File: config.mk
export PLATFORM = sky130hd
export DESIGN_NAME = mmu_master
export DESIGN_NICKNAME = d
export VERILOG_FILES = /design/src/rtl/mmu_master.sv
export SDC_FILE = /design/constraint.sdc
export NUM_CORES = 1
export LEC_CHECK = 0
export BUFFER_PORTS_ARGS = -buffer_cell sky130_fd_sc_hd__buf_2
export CAP_MARGIN = 30
export CORE_ASPECT_RATIO = 0.5
export CORE_MARGIN = 2
export CORE_UTILIZATION = 60
export DETAILED_ROUTE_END_ITERATION = 6
export HOLD_SLACK_MARGIN = 0.1
export PLACE_DENSITY = 0.8
export SYNTH_ARGS = -nofsm -noshare
export SYNTH_HDL_FRONTEND = slang
export SYNTH_SLANG_ARGS = --single-unit
File: constraint.sdc
create_clock -name clk_i -period 5.8 [get_ports clk_i]
set_input_delay 1.16 -clock clk_i [delete_from_list [all_inputs] [get_ports clk_i]]
set_output_delay 1.16 -clock clk_i [all_outputs]
set_load 0.02 [all_outputs]
File: src/rtl/mmu_master.sv
// mmu_master: turns one client burst request into NONSEQ/SEQ bus transfers.
// Write beats are buffered in full before the burst starts; read beats are
// returned one cycle after each completing bus edge.
// Optional feature: define MMU_MASTER_WRAP_EN to execute wrapping bursts;
// without it, multi-beat wrapping requests are rejected with ERR.
module mmu_master #(
    parameter int WBUF_DEPTH = 16
) (
    input  logic        clk_i,
    input  logic        rstn_i,
    input  logic        req_valid_i,
    output logic        req_ready_o,
    input  logic [31:0] req_addr_i,
    input  logic        req_write_i,
    input  logic [2:0]  req_size_i,
    input  logic [2:0]  req_burst_i,
    input  logic        wdata_valid_i,
    output logic        wdata_ready_o,
    input  logic [31:0] wdata_i,
    output logic        rdata_valid_o,
    output logic [31:0] rdata_o,
    output logic        rdata_last_o,
    output logic        done_o,
    output logic        err_o,
    output logic        selx_o,
    output logic [31:0] addr_o,
    output logic [31:0] write_data_o,
    output logic        write_o,
    output logic [2:0]  size_o,
    output logic [2:0]  burst_o,
    output logic [2:0]  trans_o,
    input  logic [31:0] read_data_i,
    input  logic        readyout_i,
    input  logic        resp_i
);
    localparam int IW = $clog2(WBUF_DEPTH);
    localparam logic [2:0] TRANSFER_IDLE   = 3'd0;
    localparam logic [2:0] TRANSFER_NONSEQ = 3'd2;
    localparam logic [2:0] TRANSFER_SEQ    = 3'd3;

    typedef enum logic [2:0] {S_IDLE, S_CHECK, S_FILL, S_BURST, S_ERRW, S_FIN} state_e;

    state_e      state_q, state_d;
    logic [31:0] addr_q, addr_d;
    logic [4:0]  beat_q, beat_d;     // fill index in FILL, beat index in BURST
    logic        err_q, err_d;
    logic        write_q;
    logic [2:0]  size_q, burst_q;
    logic [31:0] wbuf_q [WBUF_DEPTH];
    logic [31:0] rdata_q;
    logic        rvalid_q, rlast_q;

    logic [4:0]  nbeats;
    logic        last_beat;
    logic [31:0] inc;
    logic [31:0] next_addr;
    logic [1:0]  align_mask;
    logic        reject;

    // Decode beat count, increment and the next beat address
    always_comb begin
        nbeats = 5'd1;
        case (burst_q[2:1])
            2'b00: nbeats = 5'd1;
            2'b01: nbeats = 5'd4;
            2'b10: nbeats = 5'd8;
            2'b11: nbeats = 5'd16;
            default: nbeats = 5'd1;
        endcase
    end

    assign last_beat  = (beat_q == 5'(nbeats - 5'd1));
    assign inc        = 32'd1 << size_q[1:0];
    assign align_mask = 2'((3'd1 << size_q[1:0]) - 3'd1);

`ifdef MMU_MASTER_WRAP_EN
    logic [6:0]  total_m1;
    logic [31:0] wmask;
    // Wrap boundary is the total burst size; only bits below it advance
    assign total_m1  = 7'((inc[6:0] * {2'b00, nbeats}) - 7'd1);
    assign wmask     = {25'd0, total_m1};
    assign next_addr = burst_q[0] ? ((addr_q & ~wmask) | ((addr_q + inc) & wmask))
                                  : (addr_q + inc);
    assign reject    = (size_q > 3'd2) || ((addr_q[1:0] & align_mask) != 2'b00);
`else
    assign next_addr = addr_q + inc;
    assign reject    = (size_q > 3'd2) || ((addr_q[1:0] & align_mask) != 2'b00)
                       || (burst_q[0] && (nbeats != 5'd1));
`endif

    // Next-state logic for the request/burst sequencer
    always_comb begin
        state_d = state_q;
        addr_d  = addr_q;
        beat_d  = beat_q;
        err_d   = err_q;
        case (state_q)
            S_IDLE: if (req_valid_i) begin
                addr_d  = req_addr_i;
                beat_d  = 5'd0;
                err_d   = 1'b0;
                state_d = S_CHECK;
            end
            S_CHECK: begin
                if (reject) begin
                    err_d   = 1'b1;
                    state_d = S_FIN;
                end else begin
                    state_d = write_q ? S_FILL : S_BURST;
                end
            end
            S_FILL: if (wdata_valid_i) begin
                beat_d = 5'(beat_q + 5'd1);
                if (last_beat) begin
                    beat_d  = 5'd0;
                    state_d = S_BURST;
                end
            end
            S_BURST: begin
                if (readyout_i && !resp_i) begin
                    addr_d = next_addr;
                    beat_d = 5'(beat_q + 5'd1);
                    if (last_beat) state_d = S_FIN;
                end else if (resp_i && !readyout_i) begin
                    state_d = S_ERRW;
                end
            end
            S_ERRW: if (readyout_i) begin
                err_d   = 1'b1;
                state_d = S_FIN;
            end
            S_FIN:   state_d = S_IDLE;
            default: state_d = S_IDLE;
        endcase
    end

    // Sequencer state, address and beat counter registers
    always_ff @(posedge clk_i or negedge rstn_i) begin
        if (!rstn_i) begin
            state_q <= S_IDLE;
            addr_q  <= '0;
            beat_q  <= '0;
            err_q   <= 1'b0;
        end else begin
            state_q <= state_d;
            addr_q  <= addr_d;
            beat_q  <= beat_d;
            err_q   <= err_d;
        end
    end

    // Request capture, write-beat buffer and registered read return
    always_ff @(posedge clk_i or negedge rstn_i) begin
        if (!rstn_i) begin
            write_q  <= 1'b0;
            size_q   <= '0;
            burst_q  <= '0;
            rdata_q  <= '0;
            rvalid_q <= 1'b0;
            rlast_q  <= 1'b0;
            for (int i = 0; i < WBUF_DEPTH; i++) wbuf_q[i] <= '0;
        end else begin
            rvalid_q <= 1'b0;
            rlast_q  <= 1'b0;
            if (state_q == S_IDLE && req_valid_i) begin
                write_q <= req_write_i;
                size_q  <= req_size_i;
                burst_q <= req_burst_i;
            end
            if (state_q == S_FILL && wdata_valid_i)
                wbuf_q[IW'(beat_q)] <= wdata_i;
            if (state_q == S_BURST && readyout_i && !resp_i && !write_q) begin
                rdata_q  <= read_data_i;
                rvalid_q <= 1'b1;
                rlast_q  <= last_beat;
            end
        end
    end

    assign req_ready_o   = rstn_i && (state_q == S_IDLE);
    assign wdata_ready_o = (state_q == S_FILL);
    assign rdata_valid_o = rvalid_q;
    assign rdata_o       = rdata_q;
    assign rdata_last_o  = rlast_q;
    assign done_o        = (state_q == S_FIN);
    assign err_o         = (state_q == S_FIN) && err_q;
    assign selx_o        = (state_q == S_BURST);
    assign trans_o       = (state_q != S_BURST) ? TRANSFER_IDLE :
                           (beat_q == 5'd0) ? TRANSFER_NONSEQ : TRANSFER_SEQ;
    assign addr_o        = addr_q;
    assign write_data_o  = (state_q == S_BURST) ? wbuf_q[IW'(beat_q)] : '0;
    assign write_o       = write_q;
    assign size_o        = size_q;
    assign burst_o       = burst_q;
endmodule

# Word-level counts from Yosys, hierarchy flattened
# Cells that the tools add are included.
op_classes:
  addsub: 4
  n_lt_le_gt_ge: 3
  n_eq_ne: 19
  shift: 2
  muxes: 34
  bitwise: 2
  n_reduce_logical: 27
ops:
  columns: ["cell", "count"]
  rows:
  - ["$bwmux 512", 1]
  - ["$mux 32", 6]
  - ["$bmux 32 s4", 1]
  - ["$demux 32 s4", 1]
  - ["$pmux 32 s2", 1]
  - ["$add 32x32->32", 1]
  - ["$shl 1x2->32 const A", 1]
  - ["$mux 3", 8]
  - ["$mux 5", 4]
  - ["$pmux 5 s4", 1]
  - ["$pmux 3 s5", 1]
  - ["$pmux 5 s3", 1]
  - ["$logic_and 1x1->1", 11]
  - ["$ne 2x2->1 const B", 4]
  - ["$reduce_and 4->1", 2]
  - ["$mux 1", 7]
  - ["$eq 3x2->1 const B", 2]
  - ["$eq 3x3->1 const B", 2]
  - ["$reduce_and 6->1", 1]
  - ["$reduce_bool 3->1", 2]
  - ["$add 5x1->5 const B", 1]
  - ["$eq 5x5->1", 1]
  - ["$ge 5x5->1 const B", 1]
  - ["$logic_not 5->1", 1]
  - ["other kinds (23)", 29]
totals:
  ff_bits: 594
  inputBits: 109
  out_inout_bits: 113
  wordCells: 117

# Depth between registers and ports, before layout
# Gate-level depths: netlist of the first run.
depth:
  ltp_word: 8
  depth_mapped: 11
  depth_no_buf: 10

# Worst setup path after synthesis of the first run
# OpenSTA, ideal clock, no wires.
synth_timing:
  path_type: "register to output"
  start: "reg beat_q[1]"
  end: "out write_data_o[0]"
  t_arrival_ns: 2.080
  required_time_ns: 4.640
  slack_ns: 2.560
  path_stages_with_launch: 7
  path_buffers: 3
  path_cell_list: "dfrtp_1 -> clkbuf_1 -> buf_2 -> clkbuf_1 -> mux4_2 -> mux4_2 -> and2_1"
synth_via:
  elab_chain_len: 5
synth_lines:
  columns: ["element", "line", "text"]
  rows:
  - ["start: declaration", "45", "logic [4:0] beat_q, beat_d;"]
  - ["start signal: assignment", "147", "beat_q <= beat_d;"]
  - ["$not 4->5 (not written as such)", "191", "assign write_data_o = (state_q == S_BURST) ? wbuf_q[IW'(beat_q)] : '0;"]
  - ["$bmux 32 s4", "191", null]
  - ["$mux 32 (not written as such) (2 in series)", "191", null]
  - ["$mux 32", "191", null]
  - ["end: declaration", "27", "output logic [31:0] write_data_o,"]
# No other way between the ends. The select of a mux whose other input is x is not followed.

# Final worst setup path of the first run
layout_timing:
  start: "reg state_q[2]"
  end: "out write_data_o[12]"
layout_via:
  elab_chain_len: 2
layout_lines:
  columns: ["element", "line", "text"]
  rows:
  - ["start: declaration", "43", "state_e state_q, state_d;"]
  - ["start signal: assignment", "145", "state_q <= state_d;"]
  - ["$eq 3x2->1", "191", null]
  - ["$mux 32", "191", null]
# No other way between the ends.

==> metrics.csv, run 1 <==
stage,metric,value,unit
route,detailed-route via count,16359,
global_routing,vias in the first global route,17204,
floorplan,Die Y,155,um
power,Comb power frac,26.5,%
route,Antenna Violating Nets Remaining,0,
cts,CTS tree,built,
cts,root buf cell,clkbuf_16,
sta,Fmax,207,MHz
setup_path,crit path from,state_q[2],
cts,Clock Latency Late Sink,580,ps
power,Clk pwr share,29.9,%
route,WL/cell,23.9,um
setup_path,cell at the slowest stage of the critical path,clkinv_2,
synth,Synth Cell Area,27400,um2
synth,Seq cells post-synth,594,
setup_path,Worst Reg-to-Reg Cells,8,
sta,final hold vios,0,
setup_path,CP endpoint,write_data_o[12],
place,post-DP HPWL,36300,um
synth,post-synth top area share,54.2,%
floorplan,num rows,55,
cts,count of hold-fix buffers inserted at cts,0,
min_path,worst hold stages,1,
sta,Hold Slack,479,ps
synth,Synth Flop Type,dfrtp_1,
floorplan,core region area,45100,um2
route,DR vias/cell,6.24,
synth,post-synth top area cell,dfrtp_1,
power,Switch Pwr,3.76,mW
power,cell-internal power,8.05,mW
finish,Filler cells,2986,
place,final RePlAce weighted congestion,0.865,
route,# DRC,0,
cts,number of setup buffers added after CTS,0,
power,Reg power frac,43.6,%
cts,"Reg clk slew, reported paths",60,ps
sta,slew at the pin closest to its max-slew limit,1020,ps
synth,Synth area leaders,"dfrtp_1 54%, mux2_1 22%, mux4_2 13%",
floorplan,I/O pin cnt,222,
setup_path,CP Capture Type,output pin,
route,final wirelength,62600,um
synth,Gate Count Post-Synth,1820,
setup_path,Critical Path RT,4640,ps
power,Power Dens Cells,384,nW/um2
finish,fin nets,2099,
min_path,Hold Crit Class,register to register,
setup_path,"delay-heaviest family, CP",simple AND/OR/NAND/NOR gates,
sta,Final period util,83.1,%
sta,RSZ-0062 raised after global routing,no,
floorplan,die area,47500,um2
floorplan,die width,306,um
sta,post-layout minimum cycle time,4820,ps
setup_path,reg2reg end,rdata_o[17],
place,I/O Buffers,220,
setup_path,"Largest stage delay, worst path",910,ps
setup_path,Critical Path Fanout Max,46,
setup_path,critical setup path kind,register to output pin,
synth,Mean Syn Cell Area,15.1,um2
global_routing,gr usage total,27.0,%
sta,TNS Setup,0,ps
route,Starting DRT DRC Count,1418,
setup_path,flop2flop setup slack,1770,ps
finish,layout cell share with drive strength beyond 1,26.5,%
synth,sequential fraction of the synthesis area,54.2,%
setup_path,crit path buf inv count,2,
sta,Clock Skews,18.2,ps
power,leak pwr,15.4,nW
min_path,hold path startpoint,rdata_o[26],
synth,YS warnings,0,
power,VDD IR-drop max,0.244,mV
synth,async set-reset flop share out of synthesis,100,%
cts,CTS Buffer Depth,3,
power,Switching Share,31.8,%
sta,Max-slew headroom,32.3,%
global_routing,largest net degree at the start of global routing,185,
power,Tot Pwr,11.8,mW
setup_path,worst-path cell chain,"nor2_2, nand2_1, clkinv_2, and2_1, buf_2",
finish,area grow syn2layout,12.2,%
synth,synth unique cells,58,
global_routing,Congestion Overflow GR,0,
sta,Final Max Slew Viols,0,
synth,"top cells by count, synth","594 x dfrtp_1, 544 x mux2_1, 160 x mux4_2, 77 x nand2_1, 72 x clkbuf_1",
global_routing,initial antenna violation count,1,
cts,post-CTS sizing,0,
cts,H-Tree Level Count,2,
route,Pre-Repair DR Iteration Count,6,
sta,final setup fails,0,
global_routing,first-pass GRT wire length,99000,um
setup_path,worst r2r src,state_q[2],
status,status,finished clean,
setup_path,Levels on crit path,5,
floorplan,Initial Utilization,60.7,%
cts,Num CTS Buffers,51,
synth,Post-synth EDFFs,0,
setup_path,CP Data Arrival Time,3660,ps
synth,net count after synthesis,1939,
synth,cell with the most instances after synthesis,dfrtp_1,
flow_run,Max Cap Viol,0,
cts,clk sinks,594,
setup_path,Startpoint Class,register,
## layout make-up
cell class	instances	area, um2	area share, %
tap	598	748	2.43
inverter	11	42.5	0.138
sequential	594	14900	48.4
timing repair buffer	256	1510	4.91
clock buffer	70	1460	4.74
clock inverter	22	260	0.846
antenna	3	7.51	0.0244
multi-input combinational	1066	11900	38.6
## through the flow
stage                     instances  util, %  instance area, um2  setup slack, ps
after floorplan                1820        -               27400             2560
after global placement         2522     64.2               29000             1680
after detailed placement       2523     64.2               29000             1570
after CTS                      2615     68.0               30700              964
after global routing           2618     68.1               30800              708
final                          2620     68.1               30800              979
## sequential cells by signal (all words and copies together) (netlist names)
| name | cells |
|---|---|
| beat_q | 5 |
| rdata_valid_o | 1 |
| write_o | 1 |
| addr_o | 32 |
| err_q | 1 |
| burst_o | 3 |
| wbuf_q | 512 |
| state_q | 3 |
| rdata_o | 32 |
| rdata_last_o | 1 |
| size_o | 3 |
## layer usage
layer | wire length (um) | vias up | track usage (%)
met5 | 0 | - | 0
met4 | 1110 | 0 | 6.58
met3 | 3990 | 87 | 4.29
met2 | 29700 | 511 | 43.5
met1 | 27800 | 8691 | 39.4
li1 | - | 7070 | -
## cells by family after synthesis
group                    count (synthesis)  share of synthesized area (%)
multiplexers                           707                           35.6
flip-flops                             594                           54.2
AND/OR/NAND/NOR                        208                           3.76
buffers and inverters                  160                           2.76
AO/OA/AOI/OAI                          136                           3.05
adder cells (fa/ha/maj)                 11                          0.520
XOR/XNOR                                 3                         0.0958
other                                    1                         0.0137
## power groups by stage
| stage | clock (mW) | sequential (mW) | combinational (mW) |
|---|---|---|---|
| final | 3.53 | 5.15 | 3.13 |
| after global routing | 3.77 | 5.23 | 3.38 |
| after global placement | 0 | 5.19 | 3.08 |
| after floorplan | 0 | 5.27 | 2.07 |
| after CTS | 3.59 | 5.14 | 3.16 |
| after detailed placement | 0 | 5.22 | 3.15 |
## how the worst min path moves through the flow
stage / endpoint / slack, ps
after floorplan: wbuf_q[32] / 460
after global placement: rdata_o[30] / 460
after detailed placement: rdata_o[26] / 470
after CTS: rdata_o[26] / 480
after global routing: wbuf_q[172] / 490
final: rdata_o[26] / 480
## cell usage in the layout (no fill, tap or decap), types with 9 or more instances in the layout
cell type  instances
nor2_1            24
o21ai_0           10
clkbuf_16         51
buf_2            219
nor3_1            13
o22ai_1           18
and3_1            11
clkbuf_8          11
o21ai_1           20
nand2_1           65
mux2_1           544
mux4_2           160
a21oi_1           46
nand2_2           12
inv_1              9
clkinv_2          14
dfrtp_1          590
buf_4             27
and2_1            40
nand3_1           15
ha_1               9
No activity file was read; power rests on OpenSTA's default activity.
==> inputs of run 2 (changes only) <==
==> constraint.sdc (replaced) <==
create_clock -name clk_i -period 5.1 [get_ports clk_i]
set_input_delay 1.02 -clock clk_i [delete_from_list [all_inputs] [get_ports clk_i]]
set_output_delay 1.02 -clock clk_i [all_outputs]
set_load 0.02 [all_outputs]
==> metrics.csv, run 2 (same netlist as run 1, synthesis figures left out) <==
stage,metric,value,unit,change
finish,Util after Layout,68.1,%,-0.086 points
cts,root buf cell,clkbuf_16,,
setup_path,"delay-heaviest family, CP",multiplexers,,
sta,post-layout minimum cycle time,4150,ps,
finish,fin nets,2102,,+0.14%
cts,Num CTS Buffers,51,,unchanged
finish,"most common cell after layout, fill and taps aside",dfrtp_1,,
sta,Final WS setup,947,ps,-32.5 ps
finish,Biggest register,wbuf_q,,
cts,clk sinks,594,,unchanged
floorplan,Initial Utilization,60.7,%,unchanged
cts,count of hold-fix buffers inserted at cts,0,,unchanged
floorplan,core region area,45100,um2,unchanged
power,cell-internal power,9.07,mW,+13%
floorplan,I/O pin cnt,222,,unchanged
route,detailed-route via count,16477,,+0.72%
sta,Max-slew headroom,29.6,%,-2.7 points
route,Pre-Repair DR Iteration Count,5,,-1
route,WL/cell,23.8,um,-0.32%
finish,final instance area,30700,um2,-0.13%
power,Power Dens Cells,434,nW/um2,+13%
setup_path,CP dominant cell by count,mux4_2,,
global_routing,Congestion Overflow GR,0,,unchanged
power,Switching Share,32.0,%,+0.21 points
cts,"Reg clk slew, reported paths",60,ps,about the same
cts,CTS Buffer Depth,3,,unchanged
place,final RePlAce weighted congestion,0.827,,-4.3%
min_path,Hold Crit Class,primary input to asynchronous set/reset pin,,
sta,final hold vios,0,,unchanged
floorplan,die width,306,um,unchanged
global_routing,largest net degree at the start of global routing,190,,+2.7%
place,post-DP HPWL,37500,um,+3.3%
power,Clk pwr share,29.4,%,-0.5 points
floorplan,num rows,55,,unchanged
power,VDD IR-drop max,0.246,mV,+0.72%
setup_path,cell at the slowest stage of the critical path,dfrtp_4,,
power,Reg power frac,43.6,%,about the same
status,status,finished clean,,
route,# DRC,0,,unchanged
setup_path,crit path buf inv count,2,,unchanged
sta,Final Max Slew Viols,0,,unchanged
place,Placed Area,29000,um2,+0.17%
setup_path,critical setup path kind,register to output pin,,
finish,most frequent cells in the layout,"590 x dfrtp_1, 544 x mux2_1, 219 x buf_2, 160 x mux4_2, 65 x nand2_1",,
setup_path,Critical Path Fanout Max,33,,-28%
finish,max reg flops,512,,unchanged
power,Switch Pwr,4.27,mW,+14%
route,Antenna Violating Nets Remaining,0,,unchanged
setup_path,CP Capture Type,output pin,,
route,DR vias/cell,6.28,,+0.61%
place,dpl ws,1520,ps,-43.8 ps
cts,Clock Latency Late Sink,590,ps,about the same
global_routing,first-pass GRT wire length,98500,um,-0.58%
sta,RSZ-0062 raised after global routing,no,,
cts,post-CTS sizing,0,,unchanged
setup_path,worst-path cell chain,"buf_4, mux4_2, mux4_2, and2_1, buf_2",,
cts,CTS tree,built,,
finish,area grow syn2layout,12.0,%,
global_routing,gr usage total,26.9,%,-0.12 points
setup_path,Critical Path RT,4080,ps,-560 ps
finish,layout cell share with drive strength beyond 1,26.4,%,-0.13 points
sta,Fmax,241,MHz,
sta,slew at the pin closest to its max-slew limit,1060,ps,+40.6 ps
flow_run,Max Cap Viol,0,,unchanged
setup_path,Startpoint Class,register,,
route,Starting DRT DRC Count,1682,,+19%
global_routing,vias in the first global route,16915,,-1.7%
sta,final setup fails,0,,unchanged
place,I/O Buffers,220,,unchanged
cts,H-Tree Level Count,2,,unchanged
floorplan,Die Y,155,um,unchanged
sta,Final period util,81.4,%,
sta,Clock Skews,29.1,ps,+10.9 ps
global_routing,initial antenna violation count,3,,+2
floorplan,die area,47500,um2,unchanged
setup_path,CP Data Arrival Time,3130,ps,-530 ps
setup_path,"Largest stage delay, worst path",730,ps,-180 ps
power,leak pwr,15.4,nW,-0.12%
power,Comb power frac,27.1,%,+0.6 points
cts,number of setup buffers added after CTS,0,,unchanged
route,final wirelength,62400,um,-0.21%
sta,TNS Setup,0,ps,unchanged
[run 2: path summary, 6_finish.rpt]
path | start | end | slack (ps) | depth (start not counted)
setup / recovery | beat_q[1] | write_data_o[2] | 950 | 5
hold / removal | rstn_i | rdata_o[20] | 410 | 1
setup reg to reg | beat_q[0] | wbuf_q[79] | 1750 | 6
hold reg to reg | rdata_o[25] | rdata_o[25] | 480 | 1
max in group asynchronous | rstn_i | wbuf_q[433] | 2770 | 3
min in group clk_i | rdata_o[25] | rdata_o[25] | 480 | 1
[run 2: cell type report]
| class | count | area, um2 |
|---|---|---|
| sequential | 594 | 14900 |
| fill | 3035 | 14400 |
| multi-input combinational | 1066 | 11900 |
| clock buffer | 79 | 1540 |
| timing repair buffer | 259 | 1510 |
| tap | 598 | 748 |
| clock inverter | 12 | 133 |
| inverter | 11 | 42.5 |
| antenna | 4 | 10.0 |
[run 2: metrics by stage]
stage          std cells  hold WS [ps]  total power [mW]
2_1_floorplan       1820           459              8.35
3_3_place_gp        2526           462              9.42
3_5_place_dp        2528           469              9.51
4_1_cts             2619           443              13.4
5_1_grt             2621           455              14.0
6_report            2623           414              13.3
[run 2: routing by layer]
metal  part of all wire [%]  GRT usage, %  routed length, um  up-vias
li1                       -             -                  -     7085
met1                     45          39.3              28300     8830
met2                     47          43.7              29600      477
met3                    5.7          4.32               3540       85
met4                    1.7          5.39               1050        0
met5                      0             0                  0        -
[run 2: worst reg2reg max path, cell delays in order (launching register included)]
cell and delay [ps]:
dfrtp_4 650, buf_4 510, ha_1 230, and2_1 260, nand3_2 770, buf_4 510
mux2_1 330
[run 2: power by group through the flow]
stage	registers, mW	clock network [mW]	logic, mW
after floorplan	6.00	0	2.35
after global placement	5.86	0	3.56
after detailed placement	5.88	0	3.63
after CTS	5.80	3.97	3.65
after global routing	5.89	4.17	3.90
final	5.81	3.92	3.61
